## config.mk

```make
export PLATFORM = sky130hd
export DESIGN_NAME = act_sched_flat
export DESIGN_NICKNAME = d
export VERILOG_FILES = /design/src/rtl/act_pkg.sv /design/src/rtl/act_sched_if.sv /design/src/rtl/act_idx_counter.sv /design/src/rtl/act_sched.sv /design/src/flat_wrapper.sv
export SDC_FILE = /design/constraint.sdc
export NUM_CORES = 1
export LEC_CHECK = 0
export BUFFER_PORTS_ARGS = -buffer_cell sky130_fd_sc_hd__buf_2
export CELL_PAD_IN_SITES_DETAIL_PLACEMENT = 1
export CELL_PAD_IN_SITES_GLOBAL_PLACEMENT = 2
export CORE_UTILIZATION = 25
export CTS_CLUSTER_SIZE = 10
export DETAILED_ROUTE_END_ITERATION = 10
export PLACE_DENSITY_LB_ADDON = 0.2
export SETUP_SLACK_MARGIN = 0.2
export SYNTH_ARGS = -nofsm -noshare
export SYNTH_HDL_FRONTEND = slang
export SYNTH_HIERARCHICAL = 1
export SYNTH_SLANG_ARGS = --single-unit
```

## constraint.sdc

```tcl
create_clock -name clk -period 9.4 [get_ports clk]
set_input_delay 1.41 -clock clk [delete_from_list [all_inputs] [get_ports clk]]
set_output_delay 1.41 -clock clk [all_outputs]
set_load 0.01 [all_outputs]
```

## src/rtl/act_pkg.sv

```systemverilog
// Shared types and default sizing for the activation scheduler.
package act_pkg;

  localparam int unsigned H_MAX_DEF  = 256;
  localparam int unsigned W_MAX_DEF  = 256;
  localparam int unsigned NF_MAX_DEF = 64;
  localparam int unsigned DP_LAT_DEF = 3;

  // Dimension widths: cfg fields hold counts, index fields hold count-1
  localparam int unsigned H_DW_DEF   = $clog2(H_MAX_DEF + 1);
  localparam int unsigned W_DW_DEF   = $clog2(W_MAX_DEF + 1);
  localparam int unsigned NF_DW_DEF  = $clog2(NF_MAX_DEF + 1);
  localparam int unsigned IDX_W_DEF  = $clog2(NF_MAX_DEF);

  typedef enum logic [1:0] {
    IDLE  = 2'd0,
    RUN   = 2'd1,
    DRAIN = 2'd2,
    DONE  = 2'd3
  } act_state_t;

endpackage

```

## src/rtl/act_sched_if.sv

```systemverilog
// Element stream between upstream source, activation datapath and downstream sink.
interface act_sched_if #(
  parameter int unsigned NF_MAX = act_pkg::NF_MAX_DEF
);
  localparam int unsigned IDX_W = $clog2(NF_MAX);

  logic             in_valid;
  logic             in_ready;
  logic             dp_ce;
  logic             dp_issue;
  logic [IDX_W-1:0] dp_filter_idx;
  logic             out_valid;
  logic             out_ready;
  logic             out_last;

  modport master (
    input  in_valid, out_ready,
    output in_ready, dp_ce, dp_issue, dp_filter_idx, out_valid, out_last
  );

  modport slave (
    output in_valid, out_ready,
    input  in_ready, dp_ce, dp_issue, dp_filter_idx, out_valid, out_last
  );
endinterface

```

## src/rtl/act_idx_counter.sv

```systemverilog
// Nested row/column/filter element counter; filter runs fastest, then column, then row.
module act_idx_counter
  import act_pkg::*;
#(
  parameter int unsigned H_MAX  = H_MAX_DEF,
  parameter int unsigned W_MAX  = W_MAX_DEF,
  parameter int unsigned NF_MAX = NF_MAX_DEF,
  localparam int unsigned H_DW  = $clog2(H_MAX + 1),
  localparam int unsigned W_DW  = $clog2(W_MAX + 1),
  localparam int unsigned NF_DW = $clog2(NF_MAX + 1),
  localparam int unsigned HI_W  = $clog2(H_MAX),
  localparam int unsigned WI_W  = $clog2(W_MAX),
  localparam int unsigned FI_W  = $clog2(NF_MAX)
) (
  input  logic             clk,
  input  logic             rst_n,
  input  logic             clear,
  input  logic             step,
  input  logic [H_DW-1:0]  bound_h,
  input  logic [W_DW-1:0]  bound_w,
  input  logic [NF_DW-1:0] bound_nf,
  output logic [HI_W-1:0]  row_idx,
  output logic [WI_W-1:0]  col_idx,
  output logic [FI_W-1:0]  filt_idx,
  output logic             last
);

  logic [HI_W-1:0] r_row;
  logic [WI_W-1:0] r_col;
  logic [FI_W-1:0] r_filt;
  logic            w_f_wrap;
  logic            w_c_wrap;
  logic            w_r_wrap;

  assign w_f_wrap = (NF_DW'(r_filt) == (bound_nf - NF_DW'(1)));
  assign w_c_wrap = (W_DW'(r_col)   == (bound_w  - W_DW'(1)));
  assign w_r_wrap = (H_DW'(r_row)   == (bound_h  - H_DW'(1)));

  always_ff @(posedge clk) begin
    if (!rst_n || clear) begin
      r_row  <= '0;
      r_col  <= '0;
      r_filt <= '0;
    end else if (step) begin
      if (w_f_wrap) begin
        r_filt <= '0;
        if (w_c_wrap) begin
          r_col <= '0;
          r_row <= w_r_wrap ? '0 : r_row + HI_W'(1);
        end else begin
          r_col <= r_col + WI_W'(1);
        end
      end else begin
        r_filt <= r_filt + FI_W'(1);
      end
    end
  end

  assign row_idx  = r_row;
  assign col_idx  = r_col;
  assign filt_idx = r_filt;
  assign last     = w_f_wrap & w_c_wrap & w_r_wrap;

endmodule

```

## src/rtl/act_sched.sv

```systemverilog
// Activation-layer scheduler: walks an H x W x NF tensor and tracks results through the datapath.
// Optional ACT_SCHED_PERF_EN adds stall/busy performance counters.
module act_sched
  import act_pkg::*;
#(
  parameter int unsigned H_MAX  = H_MAX_DEF,
  parameter int unsigned W_MAX  = W_MAX_DEF,
  parameter int unsigned NF_MAX = NF_MAX_DEF,
  parameter int unsigned DP_LAT = DP_LAT_DEF,
  localparam int unsigned H_DW  = $clog2(H_MAX + 1),
  localparam int unsigned W_DW  = $clog2(W_MAX + 1),
  localparam int unsigned NF_DW = $clog2(NF_MAX + 1)
) (
  input  logic             clk,
  input  logic             rst_n,
  input  logic             start,
  input  logic [H_DW-1:0]  cfg_h,
  input  logic [W_DW-1:0]  cfg_w,
  input  logic [NF_DW-1:0] cfg_nf,
  output logic             busy,
  output logic             done,
  act_sched_if.master      stream
`ifdef ACT_SCHED_PERF_EN
  ,
  output logic [31:0]      perf_stall_cnt,
  output logic [31:0]      perf_busy_cnt
`endif
);

  localparam int unsigned HI_W = $clog2(H_MAX);
  localparam int unsigned WI_W = $clog2(W_MAX);
  localparam int unsigned FI_W = $clog2(NF_MAX);

  act_state_t         r_state;
  logic [H_DW-1:0]    r_h;
  logic [W_DW-1:0]    r_w;
  logic [NF_DW-1:0]   r_nf;
  logic               r_busy;
  logic               r_done;
  logic [DP_LAT-1:0]  r_tag_v;
  logic [DP_LAT-1:0]  r_tag_l;

  logic               w_start;
  logic               w_zero;
  logic               w_dp_ce;
  logic               w_in_ready;
  logic               w_issue;
  logic               w_last;
  logic               w_accept_last;
  logic [HI_W-1:0]    w_row;
  logic [WI_W-1:0]    w_col;
  logic [FI_W-1:0]    w_fidx;

  // Only a held result at the output can stall; everything behind it freezes together
  assign w_dp_ce       = ~(r_tag_v[DP_LAT-1] & ~stream.out_ready);
  assign w_in_ready    = (r_state == RUN) & w_dp_ce;
  assign w_issue       = stream.in_valid & w_in_ready;
  assign w_start       = start & (r_state == IDLE);
  assign w_zero        = (cfg_h == '0) | (cfg_w == '0) | (cfg_nf == '0);
  assign w_accept_last = r_tag_v[DP_LAT-1] & r_tag_l[DP_LAT-1] & stream.out_ready;

  act_idx_counter #(
    .H_MAX  (H_MAX),
    .W_MAX  (W_MAX),
    .NF_MAX (NF_MAX)
  ) u_idx (
    .clk      (clk),
    .rst_n    (rst_n),
    .clear    (w_start),
    .step     (w_issue),
    .bound_h  (r_h),
    .bound_w  (r_w),
    .bound_nf (r_nf),
    .row_idx  (w_row),
    .col_idx  (w_col),
    .filt_idx (w_fidx),
    .last     (w_last)
  );

  // Pass control; cfg is captured only on an accepted start
  always_ff @(posedge clk) begin
    if (!rst_n) begin
      r_state <= IDLE;
      r_busy  <= 1'b0;
      r_done  <= 1'b0;
      r_h     <= '0;
      r_w     <= '0;
      r_nf    <= '0;
    end else begin
      r_done <= 1'b0;
      case (r_state)
        IDLE: begin
          if (start) begin
            r_h  <= cfg_h;
            r_w  <= cfg_w;
            r_nf <= cfg_nf;
            if (w_zero) begin
              r_state <= DONE;
              r_done  <= 1'b1;
            end else begin
              r_state <= RUN;
              r_busy  <= 1'b1;
            end
          end
        end
        RUN: begin
          if (w_issue && w_last) r_state <= DRAIN;
        end
        DRAIN: begin
          if (w_accept_last) begin
            r_state <= DONE;
            r_busy  <= 1'b0;
            r_done  <= 1'b1;
          end
        end
        DONE:    r_state <= IDLE;
        default: r_state <= IDLE;
      endcase
    end
  end

  // Valid/last tags shadow the datapath pipeline stage for stage
  always_ff @(posedge clk) begin
    if (!rst_n) begin
      r_tag_v <= '0;
      r_tag_l <= '0;
    end else if (w_dp_ce) begin
      for (int i = int'(DP_LAT) - 1; i > 0; i--) begin
        r_tag_v[i] <= r_tag_v[i-1];
        r_tag_l[i] <= r_tag_l[i-1];
      end
      r_tag_v[0] <= w_issue;
      r_tag_l[0] <= w_issue & w_last;
    end
  end

  a_idx_in_bounds: assert property (@(posedge clk) disable iff (!rst_n)
    r_busy |-> ((H_DW'(w_row) < r_h) && (W_DW'(w_col) < r_w) && (NF_DW'(w_fidx) < r_nf)));

  assign busy                 = r_busy;
  assign done                 = r_done;
  assign stream.in_ready      = w_in_ready;
  assign stream.dp_ce         = w_dp_ce;
  assign stream.dp_issue      = w_issue;
  assign stream.dp_filter_idx = w_fidx;
  assign stream.out_valid     = r_tag_v[DP_LAT-1];
  assign stream.out_last      = r_tag_l[DP_LAT-1];

`ifdef ACT_SCHED_PERF_EN
  logic [31:0] r_perf_stall;
  logic [31:0] r_perf_busy;

  // Saturating event counters, restarted with each accepted pass
  always_ff @(posedge clk) begin
    if (!rst_n || w_start) begin
      r_perf_stall <= '0;
      r_perf_busy  <= '0;
    end else begin
      if (!w_dp_ce && (r_perf_stall != '1)) r_perf_stall <= r_perf_stall + 32'd1;
      if (r_busy && (r_perf_busy != '1))    r_perf_busy  <= r_perf_busy + 32'd1;
    end
  end

  assign perf_stall_cnt = r_perf_stall;
  assign perf_busy_cnt  = r_perf_busy;
`endif

endmodule

```

## src/flat_wrapper.sv

```systemverilog
// flat-port wrapper written by rule: the top's interface ports become plain ports
module act_sched_flat import act_pkg::*;
#(
  parameter int unsigned H_MAX  = H_MAX_DEF,
  parameter int unsigned W_MAX  = W_MAX_DEF,
  parameter int unsigned NF_MAX = NF_MAX_DEF,
  parameter int unsigned DP_LAT = DP_LAT_DEF,
  localparam int unsigned H_DW  = $clog2(H_MAX + 1),
  localparam int unsigned W_DW  = $clog2(W_MAX + 1),
  localparam int unsigned NF_DW = $clog2(NF_MAX + 1)
)
  (clk, rst_n, start, cfg_h, cfg_w, cfg_nf, busy, done, stream_in_valid, stream_out_ready, stream_in_ready, stream_dp_ce, stream_dp_issue, stream_dp_filter_idx, stream_out_valid, stream_out_last);
  act_sched_if #(.NF_MAX(NF_MAX)) stream_i ();
  input  logic clk;
  input  logic rst_n;
  input  logic start;
  input  logic [H_DW-1:0] cfg_h;
  input  logic [W_DW-1:0] cfg_w;
  input  logic [NF_DW-1:0] cfg_nf;
  output logic busy;
  output logic done;
  input wire logic [$bits(stream_i.in_valid)-1:0] stream_in_valid;
  input wire logic [$bits(stream_i.out_ready)-1:0] stream_out_ready;
  output wire logic [$bits(stream_i.in_ready)-1:0] stream_in_ready;
  output wire logic [$bits(stream_i.dp_ce)-1:0] stream_dp_ce;
  output wire logic [$bits(stream_i.dp_issue)-1:0] stream_dp_issue;
  output wire logic [$bits(stream_i.dp_filter_idx)-1:0] stream_dp_filter_idx;
  output wire logic [$bits(stream_i.out_valid)-1:0] stream_out_valid;
  output wire logic [$bits(stream_i.out_last)-1:0] stream_out_last;
  assign stream_i.in_valid = stream_in_valid;
  assign stream_i.out_ready = stream_out_ready;
  assign stream_in_ready = stream_i.in_ready;
  assign stream_dp_ce = stream_i.dp_ce;
  assign stream_dp_issue = stream_i.dp_issue;
  assign stream_dp_filter_idx = stream_i.dp_filter_idx;
  assign stream_out_valid = stream_i.out_valid;
  assign stream_out_last = stream_i.out_last;
  act_sched #(.H_MAX(H_MAX), .W_MAX(W_MAX), .NF_MAX(NF_MAX), .DP_LAT(DP_LAT)) u_core (.clk(clk), .rst_n(rst_n), .start(start), .cfg_h(cfg_h), .cfg_w(cfg_w), .cfg_nf(cfg_nf), .busy(busy), .done(done), .stream(stream_i));
endmodule
```

# After elaboration in Yosys (flattened, before gate mapping)
# Cells that the tools add are included.
[word_totals]
reg_bits = 57
latchBits = 0
ram_bits = 0
rom_bits = 0
inputBits = 30
output_inout_bits = 13
elab_cells = 69
memories = 0
[classes]
addsub = 6
n_mul = 0
div = 0
order_cmp = 0
n_eq_ne = 10
n_shift = 0
mux = 16
bitwise_logic = 13
reduce_logical = 13
[op_table]
columns = ["operator", "n"]
rows = [
  ["8-bit by 9-bit equality test with 1-bit output", 2],
  ["9-bit zero test", 2],
  ["9-bit by 1-bit subtractor with 9-bit output, second input constant", 2],
  ["8-bit by 1-bit adder with 8-bit output, second input constant", 2],
  ["8-bit two-way mux", 2],
  ["1-bit AND", 9],
  ["2-bit two-way mux", 4],
  ["2-bit case mux with 4 select lines", 1],
  ["6-bit by 7-bit equality test with 1-bit output", 1],
  ["7-bit zero test", 1],
  ["7-bit by 1-bit subtractor with 7-bit output, second input constant", 1],
  ["6-bit by 1-bit adder with 6-bit output, second input constant", 1],
  ["1-bit two-way mux", 6],
  ["6-bit two-way mux", 1],
  ["2-bit != test, second input constant", 3],
  ["3-bit AND reduction", 2],
  ["2-bit equality test, second input constant", 2],
  ["1-bit case mux with 2 select lines", 2],
  ["2-bit AND reduction", 2],
  ["4-bit AND reduction", 1],
  ["2-bit by 1-bit equality test with 1-bit output, second input constant", 1],
  ["2-bit zero test", 1],
  ["2-bit by 1-bit != test with 1-bit output, second input constant", 1],
  ["1-bit inverter", 2],
  ["other kinds (5)", 6],
]

# Depth between registers and ports, before layout
[logic_depth]
word_depth = 8
mapped_depth = 12
mapped_depth_nobuf = 12

# Hierarchy
# The synthesis kept the hierarchy.
[by_module_without_submodules]
columns = ["mod", "instances", "cells_each", "area_per_inst_um2", "seq_area_each_um2"]
rows = [
  ["act_idx_counter", 1, 250, 1908.1, 440.4],
  ["act_sched", 1, 174, 1462.7, 700.7],
]

# Worst setup path before layout
# Ideal clock, no wire load.
[synth_timing]
path_kind = "in2reg"
start = "input port stream_out_ready"
end = "register u_core.u_idx.r_row[5], in the netlist u_core/u_idx/row_idx[5]"
arrival_time_ns = 3.438
t_required_ns = 9.274
path_slack_ns = 5.836
cell_stages = 10
n_path_buf = 2
cell_sequence = "nor2b_1 > clkbuf_1 > inv_2 > and3_1 > clkbuf_1 > o211ai_1 > nor3b_1 > a31oi_4 > a22oi_1 > o31ai_2"
[synth_between]
elab_chain_cells = 6
[synth_lines]
columns = ["element", "line", "source"]
rows = [
  ["start, declared", "flat_wrapper.sv:23", "input wire logic [$bits(stream_i.out_ready)-1:0] stream_out_ready;"],
  ["1-bit inverter", "act_sched.sv:55", "assign w_dp_ce = ~(r_tag_v[DP_LAT-1] & ~stream.out_ready);"],
  ["1-bit AND", "act_sched.sv:55", ""],
  ["1-bit inverter", "act_sched.sv:55", ""],
  ["net stream_dp_ce", "flat_wrapper.sv:25", "output wire logic [$bits(stream_i.dp_ce)-1:0] stream_dp_ce;"],
  ["1-bit AND", "act_sched.sv:56", "assign w_in_ready = (r_state == RUN) & w_dp_ce;"],
  ["1-bit AND", "act_sched.sv:57", "assign w_issue = stream.in_valid & w_in_ready;"],
  ["net stream_dp_issue", "flat_wrapper.sv:26", "output wire logic [$bits(stream_i.dp_issue)-1:0] stream_dp_issue;"],
  ["3-bit AND reduction (no line)", "n/a", ""],
  ["end signal, assigned", "act_idx_counter.sv:49", "r_row <= w_r_wrap ? '0 : r_row + HI_W'(1);"],
  ["end, declared", "act_idx_counter.sv:28", "logic [HI_W-1:0] r_row;"],
]
# The timed path passes the listed nets, and every way through them passes these cells.
# A chain may end at the register's enable or synchronous reset.

# Worst setup path after layout
[layout_timing]
start = "input port start"
end = "register u_core.u_idx.r_row[5], in the netlist u_core/u_idx/row_idx[5]"
[layout_between]
elab_chain_cells = 2
[layout_lines]
columns = ["element", "line", "source"]
rows = [
  ["start, declared", "flat_wrapper.sv:16", "input logic start;"],
  ["1-bit AND", "act_sched.sv:58", "assign w_start = start & (r_state == IDLE);"],
  ["1-bit logical OR", "act_idx_counter.sv:40", "if (!rst_n || clear) begin"],
]
# Every way passes these cells.

==> impl_metrics.toml <==
[die]
die_w_um = 118
placementRows = 42
start_util_pct = 25.6
io_pins = 43
core-area_um2 = 13200
fp.dieH_um = 118
die-area_um2 = 14000

[clocking]
cts_tree = "yes"
clock_path_buffers = 2
cts_buffers = 9
cts_resized = 0
holdBufCountCts = 0
post-cts-setup-buffers = 0
cts.reportedPaths.clkPinSlew_ps = 60
h-tree-depth = 3
clock_latency_ps = 330
cts_root_buf = "clkbuf_16"
cts_sinks = 57

[critical_path]
crit_path_end_kind = "flip-flop"
critPathLaunchType = "input pin"
critPathRequiredTime_ps = 9640
path_max_fanout = 28
worstPathArrival_ps = 4350
critPathKind = "in -> reg"
r2r-start = "u_core/r_w[0]$_SDFFE_PN0P_"
r2r_slack_ps = 5420
critPathLaunch = "start"

[pwr]
power_mw = 0.955
p_leak_nw = 1.54
ir_drop_mv = 0.0920
powerDensity_nw_per_um2 = 234

[sta]
rsz0062_at_grt = "no"
worstMarginPinSlew_ps = 928
period_needed_ps = 4110
setup_viol = 0
hold_viol_final = 0
max_slew_margin_pct = 38.0
fin_setup_tns_ps = 0
drv_slew = 0
fin_crit_sh_pct = 43.7
timing.final.ws_setup_ps = 5290
max_freq_mhz = 243
clock_skew_ps = 7.23

[synth]
synthArstFlopShare_pct = 0
syn_area_um2 = 3370
yosysTopAreaCellShare_pct = 33.9
ys_types = 59
synth.most_common_cell = "nand2_1"
yosysTopAreaCell = "dfxtp_1"
synthTopCellsByArea = "dfxtp_1 34%, nand2_1 9.1%, a21oi_1 4.5%"
ys_ff_latch = 57
ys_seq_area_share_pct = 33.9
synthFlopType = "dfxtp_1"
synth_edf_count = 0
syn_inst = 424
yosys_warnings = 6
synthTopCellsByCount = "82 x nand2_1, 57 x dfxtp_1, 30 x a21oi_1, 21 x nor2_1, 20 x inv_1"
syn-num-nets = 463
postSynthAreaPerCell_um2 = 7.95

[drt]
drt_pass1_iterations = 4
antenna_left = 0
drt_wl_total_um = 9740
post-route-drc-count = 0
wl_per_cell_um = 15.1
num_vias = 3163
drtIter0Drc = 101
drt-vias-per-instance = 4.90

[place]
globalplace.congestion = 0.729
place_area_um2 = 3760
place_ws_ps = 4840
hpwl_um = 7420
port_buffers = 42

[finish]
antennaDiodeCount = 0
fillers = 1596
area_growth_syn_to_layout_pct = 21.0
fin_area_um2 = 4080
drive_gt1_share_pct = 16.4
nNetsFinal = 503

[global_route]
antenna_found_initial = 1
gr-total-overflow = 0
grt_first_pass_wirelength_um = 16400
grt_pass1_vias = 3226
grt_usage_pct = 15.0
grt_max_degree = 29

[min_path]
hp-class = "reg -> reg"
hold_start = "u_core/r_tag_l[1]$_SDFFE_PN0N_"

[flow_run]
drv_cap = 0

[outcome]
outcome = "finished, final reports clean"
-- per-layer routing --
layer  vias up  global-route usage, %  wire length, um
met2        39                   22.9             4070
met4         2                   5.37              142
met1      1518                   20.6             5190
met3        11                   3.44              328
met5         -                      0               12
li1       1593                      -                -
-- cells by family (layout without fill, tap and decap cells) --
family | after synthesis | in the layout | synth area share, %
xor+xnor | 27 | 27 | 7.02
compound gates | 96 | 96 | 20.0
mux | 3 | 3 | 0.891
fa+ha+maj | 9 | 9 | 3.34
flops | 57 | 57 | 33.9
buf+inv | 36 | 81 | 4.01
simple gates | 196 | 196 | 30.8
-- power by group --
group          switching [mW]  internal (mW)  total [mW]  leakage (nW)
clock network           0.118          0.239       0.357         0.159
registers              0.0385          0.270       0.308         0.464
logic                   0.171          0.119       0.290         0.912
-- area by class of cell --
cell class,instances,area (um^2),area share (%)
Tap cell,176,220,5.40
Clock buffer,11,243,5.95
Multi-Input combinational cell,331,2090,51.4
Inverter,22,82.6,2.03
Clock inverter,5,78.8,1.93
Sequential cell,57,1140,28.0
Timing Repair Buffer,43,218,5.34
-- per-stage QoR --
step / cells / hold slack [ps] / utilization [%]
detailed placement: 629 / 449 / 28.5
global placement: 629 / 445 / 28.5
floorplan: 424 / 431 / -
CTS: 645 / 457 / 30.9
finish: 645 / 456 / 30.9
global route: 645 / 467 / 30.9
-- placed cells by master (no fill, tap or decap), types with 3 or more instances in the layout --
cell type	netlist	routed
a21oi_1	30	30
a211oi_1	4	4
o21ai_0	7	7
or3_1	5	5
or4_1	5	5
o21ai_1	6	6
nand3_1	19	19
xor2_1	14	14
nand2_1	82	82
nor3_1	6	6
o22ai_1	4	4
nor2b_1	6	6
nand4_1	8	8
dfxtp_1	57	57
inv_1	20	20
buf_2	0	42
nand2b_1	9	9
and3_1	6	6
nor4_4	3	3
ha_1	9	9
nor3b_1	4	4
nor4_1	5	5
clkbuf_16	0	9
mux2i_1	3	3
a21boi_1	11	11
xnor2_1	13	13
nor2_1	21	21
o31ai_2	4	4
a31oi_1	5	5
-- path summary, 6_finish.rpt --
check,endpoint,cells past startpoint
max reg2reg,u_core/r_state[0]$_SDFFE_PN0P_,12
max,u_core/u_idx/row_idx[5]$_SDFFE_PP0P_,7
min,u_core/r_tag_l[1]$_SDFFE_PN0N_,2
min reg2reg,u_core/r_tag_l[1]$_SDFFE_PN0N_,2
-- sequential cells by signal, summed over array words and instances, names as in the netlist --
register / cells
u_core/r_state: 2
u_core/r_tag_v: 3
u_core/u_idx/col_idx: 8
u_core/u_idx/filt_idx: 6
u_core/busy: 1
u_core/done: 1
u_core/r_tag_l: 3
u_core/r_h: 9
u_core/r_nf: 7
u_core/u_idx/row_idx: 8
u_core/r_w: 9
-- critical path, stage by stage --
cell and delay (ps):
buf_2 120, nand2_1 680, inv_2 440, nand2b_1 510
a31oi_1 580, nand4_2 330, o31ai_2 260
(Power assumes the default switching activity.)
